==> src/rtl/otf_sd_converter_if.sv <==
// Handshake bundle between the online adder output and the
// on-the-fly signed-digit to two's-complement converter.
interface otf_sd_converter_if #(
    parameter int N_DIGITS = 8
);
    logic                start;
    logic [1:0]          digit_in;
    logic                digit_vld;
    logic                busy;
    logic [N_DIGITS:0]   result;
    logic                result_vld;
    logic                digit_err;

    modport master (
        output start, digit_in, digit_vld,
        input  busy, result, result_vld, digit_err
    );

    modport slave (
        input  start, digit_in, digit_vld,
        output busy, result, result_vld, digit_err
    );
endinterface

==> src/rtl/otf_sd_converter.sv <==
// On-the-fly conversion of an MSD-first radix-2 signed-digit stream
// into a two's-complement word using Q/QM shift-and-append registers.
module otf_sd_converter #(
    parameter int N_DIGITS = 8,
    parameter int DELTA    = 2
) (
    input  logic              clk,
    input  logic              asyn_reset,
    otf_sd_converter_if.slave bus
);
    localparam int W    = N_DIGITS + 1;
    localparam int MAXC = (N_DIGITS > DELTA) ? N_DIGITS : DELTA;
    localparam int CW   = $clog2(MAXC + 1);
    localparam logic [CW-1:0] SKIP_LAST = CW'((DELTA > 0) ? DELTA - 1 : 0);
    localparam logic [CW-1:0] CONV_LAST = CW'(N_DIGITS - 1);

    typedef enum logic [1:0] {
        S_IDLE = 2'd0,
        S_SKIP = 2'd1,
        S_CONV = 2'd2
    } state_t;

    state_t        r_state;
    state_t        w_state_nxt;
    logic [W-1:0]  r_q;
    logic [W-1:0]  r_qm;
    logic [W-1:0]  r_result;
    logic [CW-1:0] r_cnt;
    logic          r_err_sticky;
    logic          r_digit_err;
    logic          r_result_vld;

    logic          w_load;
    logic          w_skip;
    logic          w_conv;
    logic          w_busy;
    logic          w_skip_done;
    logic          w_conv_done;
    logic          w_inv;
    logic [W-1:0]  w_q_nxt;
    logic [W-1:0]  w_qm_nxt;

    always_ff @(posedge clk) begin
        if (asyn_reset) begin
            r_state <= S_IDLE;
        end else begin
            r_state <= w_state_nxt;
        end
    end

    always_comb begin
        w_state_nxt = r_state;
        unique case (r_state)
            S_IDLE: begin
                if (bus.start) begin
                    w_state_nxt = (DELTA > 0) ? S_SKIP : S_CONV;
                end
            end
            S_SKIP: begin
                if (w_skip_done) begin
                    w_state_nxt = S_CONV;
                end
            end
            S_CONV: begin
                if (w_conv_done) begin
                    w_state_nxt = S_IDLE;
                end
            end
            default: w_state_nxt = S_IDLE;
        endcase
    end

    always_comb begin
        w_busy = 1'b0;
        w_load = 1'b0;
        w_skip = 1'b0;
        w_conv = 1'b0;
        unique case (r_state)
            S_IDLE: w_load = bus.start;
            S_SKIP: begin
                w_busy = 1'b1;
                w_skip = bus.digit_vld;
            end
            S_CONV: begin
                w_busy = 1'b1;
                w_conv = bus.digit_vld;
            end
            default: ;
        endcase
    end

    assign w_skip_done = w_skip && (r_cnt == SKIP_LAST);
    assign w_conv_done = w_conv && (r_cnt == CONV_LAST);

    // Invalid digit 2'b11 falls through to the zero-digit update.
    always_comb begin
        w_q_nxt  = {r_q[W-2:0], 1'b0};
        w_qm_nxt = {r_qm[W-2:0], 1'b1};
        w_inv    = 1'b0;
        unique case (bus.digit_in)
            2'b10: begin
                w_q_nxt  = {r_q[W-2:0], 1'b1};
                w_qm_nxt = {r_q[W-2:0], 1'b0};
            end
            2'b01: begin
                w_q_nxt  = {r_qm[W-2:0], 1'b1};
                w_qm_nxt = {r_qm[W-2:0], 1'b0};
            end
            2'b11: w_inv = 1'b1;
            default: ;
        endcase
    end

    always_ff @(posedge clk) begin
        if (asyn_reset) begin
            r_q          <= '0;
            r_qm         <= '1;
            r_cnt        <= '0;
            r_err_sticky <= 1'b0;
            r_result     <= '0;
            r_digit_err  <= 1'b0;
            r_result_vld <= 1'b0;
        end else begin
            r_result_vld <= w_conv_done;
            if (w_load) begin
                r_q          <= '0;
                r_qm         <= '1;
                r_cnt        <= '0;
                r_err_sticky <= 1'b0;
            end
            if (w_skip) begin
                r_cnt <= w_skip_done ? '0 : r_cnt + CW'(1);
            end
            if (w_conv) begin
                r_q          <= w_q_nxt;
                r_qm         <= w_qm_nxt;
                r_err_sticky <= r_err_sticky | w_inv;
                r_cnt        <= w_conv_done ? '0 : r_cnt + CW'(1);
            end
            if (w_conv_done) begin
                r_result    <= w_q_nxt;
                r_digit_err <= r_err_sticky | w_inv;
            end
        end
    end

    assign bus.busy       = w_busy;
    assign bus.result     = r_result;
    assign bus.result_vld = r_result_vld;
    assign bus.digit_err  = r_digit_err;
endmodule

==> src/flat_wrapper.sv <==
// flat-port wrapper written by rule: the top's interface ports become plain ports
module otf_sd_converter_flat 
#(
    parameter int N_DIGITS = 8,
    parameter int DELTA    = 2
)
  (clk, asyn_reset, bus_start, bus_digit_in, bus_digit_vld, bus_busy, bus_result, bus_result_vld, bus_digit_err);
  otf_sd_converter_if #(.N_DIGITS(N_DIGITS)) bus_i ();
  input  logic clk;
  input  logic asyn_reset;
  input wire logic [$bits(bus_i.start)-1:0] bus_start;
  input wire logic [$bits(bus_i.digit_in)-1:0] bus_digit_in;
  input wire logic [$bits(bus_i.digit_vld)-1:0] bus_digit_vld;
  output wire logic [$bits(bus_i.busy)-1:0] bus_busy;
  output wire logic [$bits(bus_i.result)-1:0] bus_result;
  output wire logic [$bits(bus_i.result_vld)-1:0] bus_result_vld;
  output wire logic [$bits(bus_i.digit_err)-1:0] bus_digit_err;
  assign bus_i.start = bus_start;
  assign bus_i.digit_in = bus_digit_in;
  assign bus_i.digit_vld = bus_digit_vld;
  assign bus_busy = bus_i.busy;
  assign bus_result = bus_i.result;
  assign bus_result_vld = bus_i.result_vld;
  assign bus_digit_err = bus_i.digit_err;
  otf_sd_converter #(.N_DIGITS(N_DIGITS), .DELTA(DELTA)) u_core (.clk(clk), .asyn_reset(asyn_reset), .bus(bus_i));
endmodule
==> config.mk <==
export PLATFORM = sky130hd
export DESIGN_NAME = otf_sd_converter_flat
export DESIGN_NICKNAME = d
export VERILOG_FILES = /design/src/rtl/otf_sd_converter_if.sv /design/src/rtl/otf_sd_converter.sv /design/src/flat_wrapper.sv
export SDC_FILE = /design/constraint.sdc
export NUM_CORES = 1
export LEC_CHECK = 0
export ABC_AREA = 1
export CAP_MARGIN = 20
export CORE_MARGIN = 2
export CORE_UTILIZATION = 35
export CTS_CLUSTER_SIZE = 24
export DETAILED_ROUTE_END_ITERATION = 10
export DONT_BUFFER_PORTS = 1
export PLACE_DENSITY = 0.59
export SKIP_LAST_GASP = 1
export SLEW_MARGIN = 15
export SYNTH_ARGS = -nofsm -noshare
export SYNTH_HDL_FRONTEND = slang
export SYNTH_SLANG_ARGS = --single-unit
==> constraint.sdc <==
create_clock -name clk -period 2.2 [get_ports clk]
set_input_delay 0.33 -clock clk [delete_from_list [all_inputs] [get_ports clk]]
set_output_delay 0.33 -clock clk [all_outputs]
set_load 0.03 [all_outputs]
=== Word level (Yosys, flattened, before mapping) ===
Index checks and enable logic that the tools add are counted.

* Input bits: 6
* Word-level logic and storage cells: 49
* Register bits: 34
* Output and inout port bits: 12

* Bitwise gates (word level): 1
* Reductions and logical operators: 7
* Add/subtract/negate cells: 1
* Multiplexer cells: 22
* Equal/unequal tests: 10

{| class="wikitable"
|+ Operator list
! cell !! count
|-
| two-way mux 8 bit || 4
|-
| two-way mux 4 bit || 5
|-
| one-hot mux 9 bit (2 select lines) || 1
|-
| one-hot mux 8 bit (2 select lines) || 1
|-
| two-way mux 1 bit || 7
|-
| == test 2 bit, second input constant || 3
|-
| two-way mux 2 bit || 3
|-
| one-hot mux 2 bit (3 select lines) || 1
|-
| adder 4 x 1 -> 4 bit, second input constant || 1
|-
| == test 2 x 1 -> 1 bit, second input constant || 2
|-
| == test 4 x 1 -> 1 bit, second input constant || 1
|-
| == test 4 x 3 -> 1 bit, second input constant || 1
|-
| != test 2 x 1 -> 1 bit, second input constant || 2
|-
| AND reduction 3 bit || 1
|-
| nonzero test 3 bit || 1
|-
| logical AND 1 bit || 2
|-
| zero test 2 bit || 1
|-
| != test 2 bit, second input constant || 1
|-
| nonzero test 2 bit || 1
|-
| OR reduction 2 bit || 1
|-
| bitwise OR 1 bit || 1
|}

=== Longest topological paths before layout ===
* Depth in word-level cells: 6
* Gate-level depth with buffers: 11
* Gate-level depth less buffers: 11

=== Least setup slack after synthesis ===
No wires, ideal clock.

* Path kind: register to register
* From: reg u_core.r_state[0]
* To: reg u_core.r_cnt[0]
* Stages on the path, launching flop included: 11
* Period minus slack after synthesis: 1.392 ns
* Data arrival time: 1.284 ns
* Path slack: 0.808 ns
* Path buffers: 0
* Setup time: 0.109 ns
* Required time: 2.091 ns
* Cells stage by stage: dfxtp_1 > inv_1 > ha_1 > nand2_2 > nand2_2 > nor2_1 > nor2_1 > nand2_1 > nand2_1 > nand2_1 > inv_1

* Longest elaborated chain between the ends: 6
* Elaborated cells on any way between the ends: 13
* Classes of those cells: 2 x eq/ne; 7 x mux; 4 x reduce/logical

{| class="wikitable"
|+ RTL lines
! element !! line !! source
|-
| start, declared || otf_sd_converter.sv:23 || <nowiki>state_t r_state;</nowiki>
|-
| start signal, assigned || otf_sd_converter.sv:47 || <nowiki>r_state <= w_state_nxt;</nowiki>
|-
| == test 2 x 1 -> 1 bit || otf_sd_converter.sv:78 || <nowiki>unique case (r_state)</nowiki>
|-
| two-way mux 1 bit || otf_sd_converter.sv:78 ||
|-
| logical AND 1 bit || otf_sd_converter.sv:92 || <nowiki>assign w_skip_done = w_skip && (r_cnt == SKIP_LAST);</nowiki>
|-
| two-way mux 4 bit || otf_sd_converter.sv:132 || <nowiki>r_cnt <= w_skip_done ? '0 : r_cnt + CW'(1);</nowiki>
|-
| two-way mux 4 bit || otf_sd_converter.sv:131 || <nowiki>if (w_skip) begin</nowiki>
|-
| two-way mux 4 bit || otf_sd_converter.sv:134 || <nowiki>if (w_conv) begin</nowiki>
|-
| end signal, assigned || otf_sd_converter.sv:132 ||
|-
| end signal, assigned || otf_sd_converter.sv:138 || <nowiki>r_cnt <= w_conv_done ? '0 : r_cnt + CW'(1);</nowiki>
|-
| end, declared || otf_sd_converter.sv:28 || <nowiki>logic [CW-1:0] r_cnt;</nowiki>
|}

Several ways; a longest one is shown, not always the timed one.
A chain may end at the register's enable or synchronous reset.

=== Worst setup path in the final report ===
Ends and elaborated chain as after synthesis.

==> results.yml <==
sta:
  min_period_over_period_pct: 82.58
  slew_headroom_pct: 65.45
  layout_min_cycle_time_ns: 1.817
  clock_skew_ns: 0.003341
  hold_violations: 0
  max_clock_freq_ghz: 0.5504
  finalMaxSlewViolations: 0
  fin_ws_ns: 0.3832
  rsz0062_at_grt: "no"
  worst_pin_slew_ns: 0.5151
  setup_tns_ns: 0
  finalSetupViolations: 0
setup_path:
  critical_path.endpoint: "u_core.r_cnt[0]"
  cp-start-kind: "flop"
  critPathLaunch: "u_core.r_state[0]"
  worst_r2r_path_depth: 10
  reg2reg_from: "u_core.r_state[0]"
  crit_top_cell: "nand2_1"
  crit_type: "reg2reg"
  crit_buf_inv: 2
  cp_max_fo: 12
  required_ns: 2.39
  cp_num_cells: 10
  r2r_slack_ns: 0.38
  slowest_delay_ns: 0.36
  critPathTopFamily: "simple AND/OR/NAND/NOR gates"
  cp.arrival_ns: 2.00
  r2r-end: "u_core.r_cnt[0]"
  end_kind: "flop"
  crit_path_cell_trace: "inv_1 > ha_1 > nand2_2 > nand2_2 > nor2_1 > nor2_1 > nand2_1 > nand2_1 > nand2_1 > inv_1"
  critPathSlowestCell: "dfxtp_1"
routing:
  drtIter0Drc: 76
  drc: 0
  num_vias: 1478
  via_per_inst: 4.604
  wl_per_cell_um: 11.02
  drt_first_pass_iters: 4
  routed_wl_um: 3536
  ant_nets: 0
synthesis:
  synth_fp_nets: 271
  ys_seq_area_share_pct: 37.91
  mappedNetlistArea_um2: 1795
  synth_cells: 255
  yosysWarnings: 0
  syn_avg_cell_area_um2: 7.041
  synth_top_area_cell: "dfxtp_1"
  synth_cell_types: 28
  netlist_top_cells_area: "dfxtp_1 38%, nand2_1 22%, ha_1 7.0%"
  synth_seq_cells: 34
  synth_top_area_share_pct: 37.91
place:
  portBuffers: 0
  place_ws_ns: 0.3632
  place_area_um2: 1803
  place.gp.congestion: 0.8275
  dp_hpwl_um: 2564
grt:
  grt_use_total_pct: 14.03
  grt_pass1_wl_um: 6030
  grt-ovfl-total: 0
  grt_max_degree: 19
  grt_pass1_vias: 1327
  antenna_found_initial: 0
final_layout:
  final_core_util_pct: 37.39
  design_area_um2: 1886
  nets: 268
  fillers: 560
  diodes: 0
  drive_gt1_share_pct: 11.16
  syn2layout_area_growth_pct: 5.018
clocking:
  ctsRootBufferMaster: "clkbuf_8"
  tritoncts: "done"
  cts.sinks: 34
  cts_setup_buffers: 0
  cts_resized: 0
  clk_path_buf_depth: 2
  clk_latency_ns: 0.28
  path_clk_slew_ns: 0.07
  ctsHoldBuffers: 0
  h-tree-depth: 2
  cts_made_buffers: 5
hold_path:
  min_path_cells: 1
  hp-class: "in2reg"
floorplanning:
  dieArea_um2: 5719
  start_util_pct: 35.61
  fp.dieW_um: 75.63
  rows: 26
  io_pins: 18
  core_area_um2: 5042
  die-height_um: 75.63
pwr:
  p_leak_nw: 0.8244
  ir_worst_vdd_v: 0.0005977
  finalPower_mw: 1.657
  power_density_nw_per_um2: 878.5
run:
  cap_violations: 0
status:
  status: "finished clean"
metrics by stage:
stage,hold WS (ns),cells
5_1_grt,0.08817,321
3_3_place_gp,0.3962,315
2_1_floorplan,0.4401,255
6_report,0.1025,321
4_1_cts,0.09035,321
3_5_place_dp,0.3962,315
routing by layer:
metal	routed length, um	global-route usage, %
met4	47	4.678
met5	0	0
met1	1702	17.37
met3	195	4.630
met2	1591	23.00
worst min-delay path by stage:
stage / end / slack (ns) / startpoint
floorplan: u_core.r_q[7] / 0.44 / u_core.r_q[7]
global placement: u_core.bus.result[1] / 0.40 / asyn_reset
detailed placement: u_core.bus.result[2] / 0.40 / asyn_reset
CTS: u_core.bus.result[6] / 0.09 / asyn_reset
global route: u_core.bus.result[2] / 0.09 / asyn_reset
finish: u_core.bus.result[1] / 0.10 / asyn_reset
placed cells by master (no fill, tap or decap), types with 6 or more instances in the layout:
cell type / count
dfxtp_1: 34
a21oi_2: 7
inv_1: 19
ha_1: 10
nand2_1: 104
o21ai_0: 12
nor2_1: 12
a21oi_1: 17
clkbuf_8: 6
cell usage after synthesis:
| master | n |
|---|---|
| nand2_1 | 104 |
| dfxtp_1 | 34 |
| inv_1 | 19 |
| a21oi_1 | 17 |
| nor2_1 | 12 |
| o21ai_0 | 12 |
| ha_1 | 10 |
| a21oi_2 | 7 |
| buf_2 | 5 |
| nand2_2 | 5 |
| nand3_1 | 5 |
| buf_6 | 3 |
| nand4_1 | 3 |
| clkinv_1 | 2 |
| inv_2 | 2 |
| nand3_2 | 2 |
| o21ai_1 | 2 |
| a22oi_1 | 1 |
| buf_12 | 1 |
| clkbuf_1 | 1 |
| clkbuf_2 | 1 |
| clkinv_4 | 1 |
| nand2_4 | 1 |
| nor2_2 | 1 |
| nor2_4 | 1 |
| o211a_1 | 1 |
| o21a_1 | 1 |
| or2_2 | 1 |
state kept, by name, summed over array words and instances (netlist names):
register               cells
u_core.bus.result          9
u_core.r_q                 8
u_core.r_qm                8
u_core.r_cnt               4
u_core.r_state             2
u_core.bus.digit_err       1
u_core.bus.result_vld      1
u_core.r_err_sticky        1
cell type report:
cell class                 instances  area [um2]  area share (%)
multi-input combinational        186       932.1           49.44
tap                               70       87.58           4.645
inverter                          24       95.09           5.043
sequential                        34       680.7           36.10
clock buffer                       6       82.58           4.380
timing repair buffer               1       7.507          0.3981
logic make-up after synthesis:
kind of cell | after synthesis | synth area share, %
flip-flops | 34 | 37.91
AO/OA/AOI/OAI | 41 | 13.45
adder cells (fa/ha/maj) | 10 | 6.969
buffers and inverters | 35 | 10.17
AND/OR/NAND/NOR | 135 | 31.50
where the power goes:
group	total, mW	internal (mW)	switching, mW	leakage (nW)
sequential	0.687	0.658	0.0292	0.275
clock	0.455	0.241	0.214	0.0431
combinational	0.514	0.155	0.359	0.506
(Power assumes the default switching activity.)
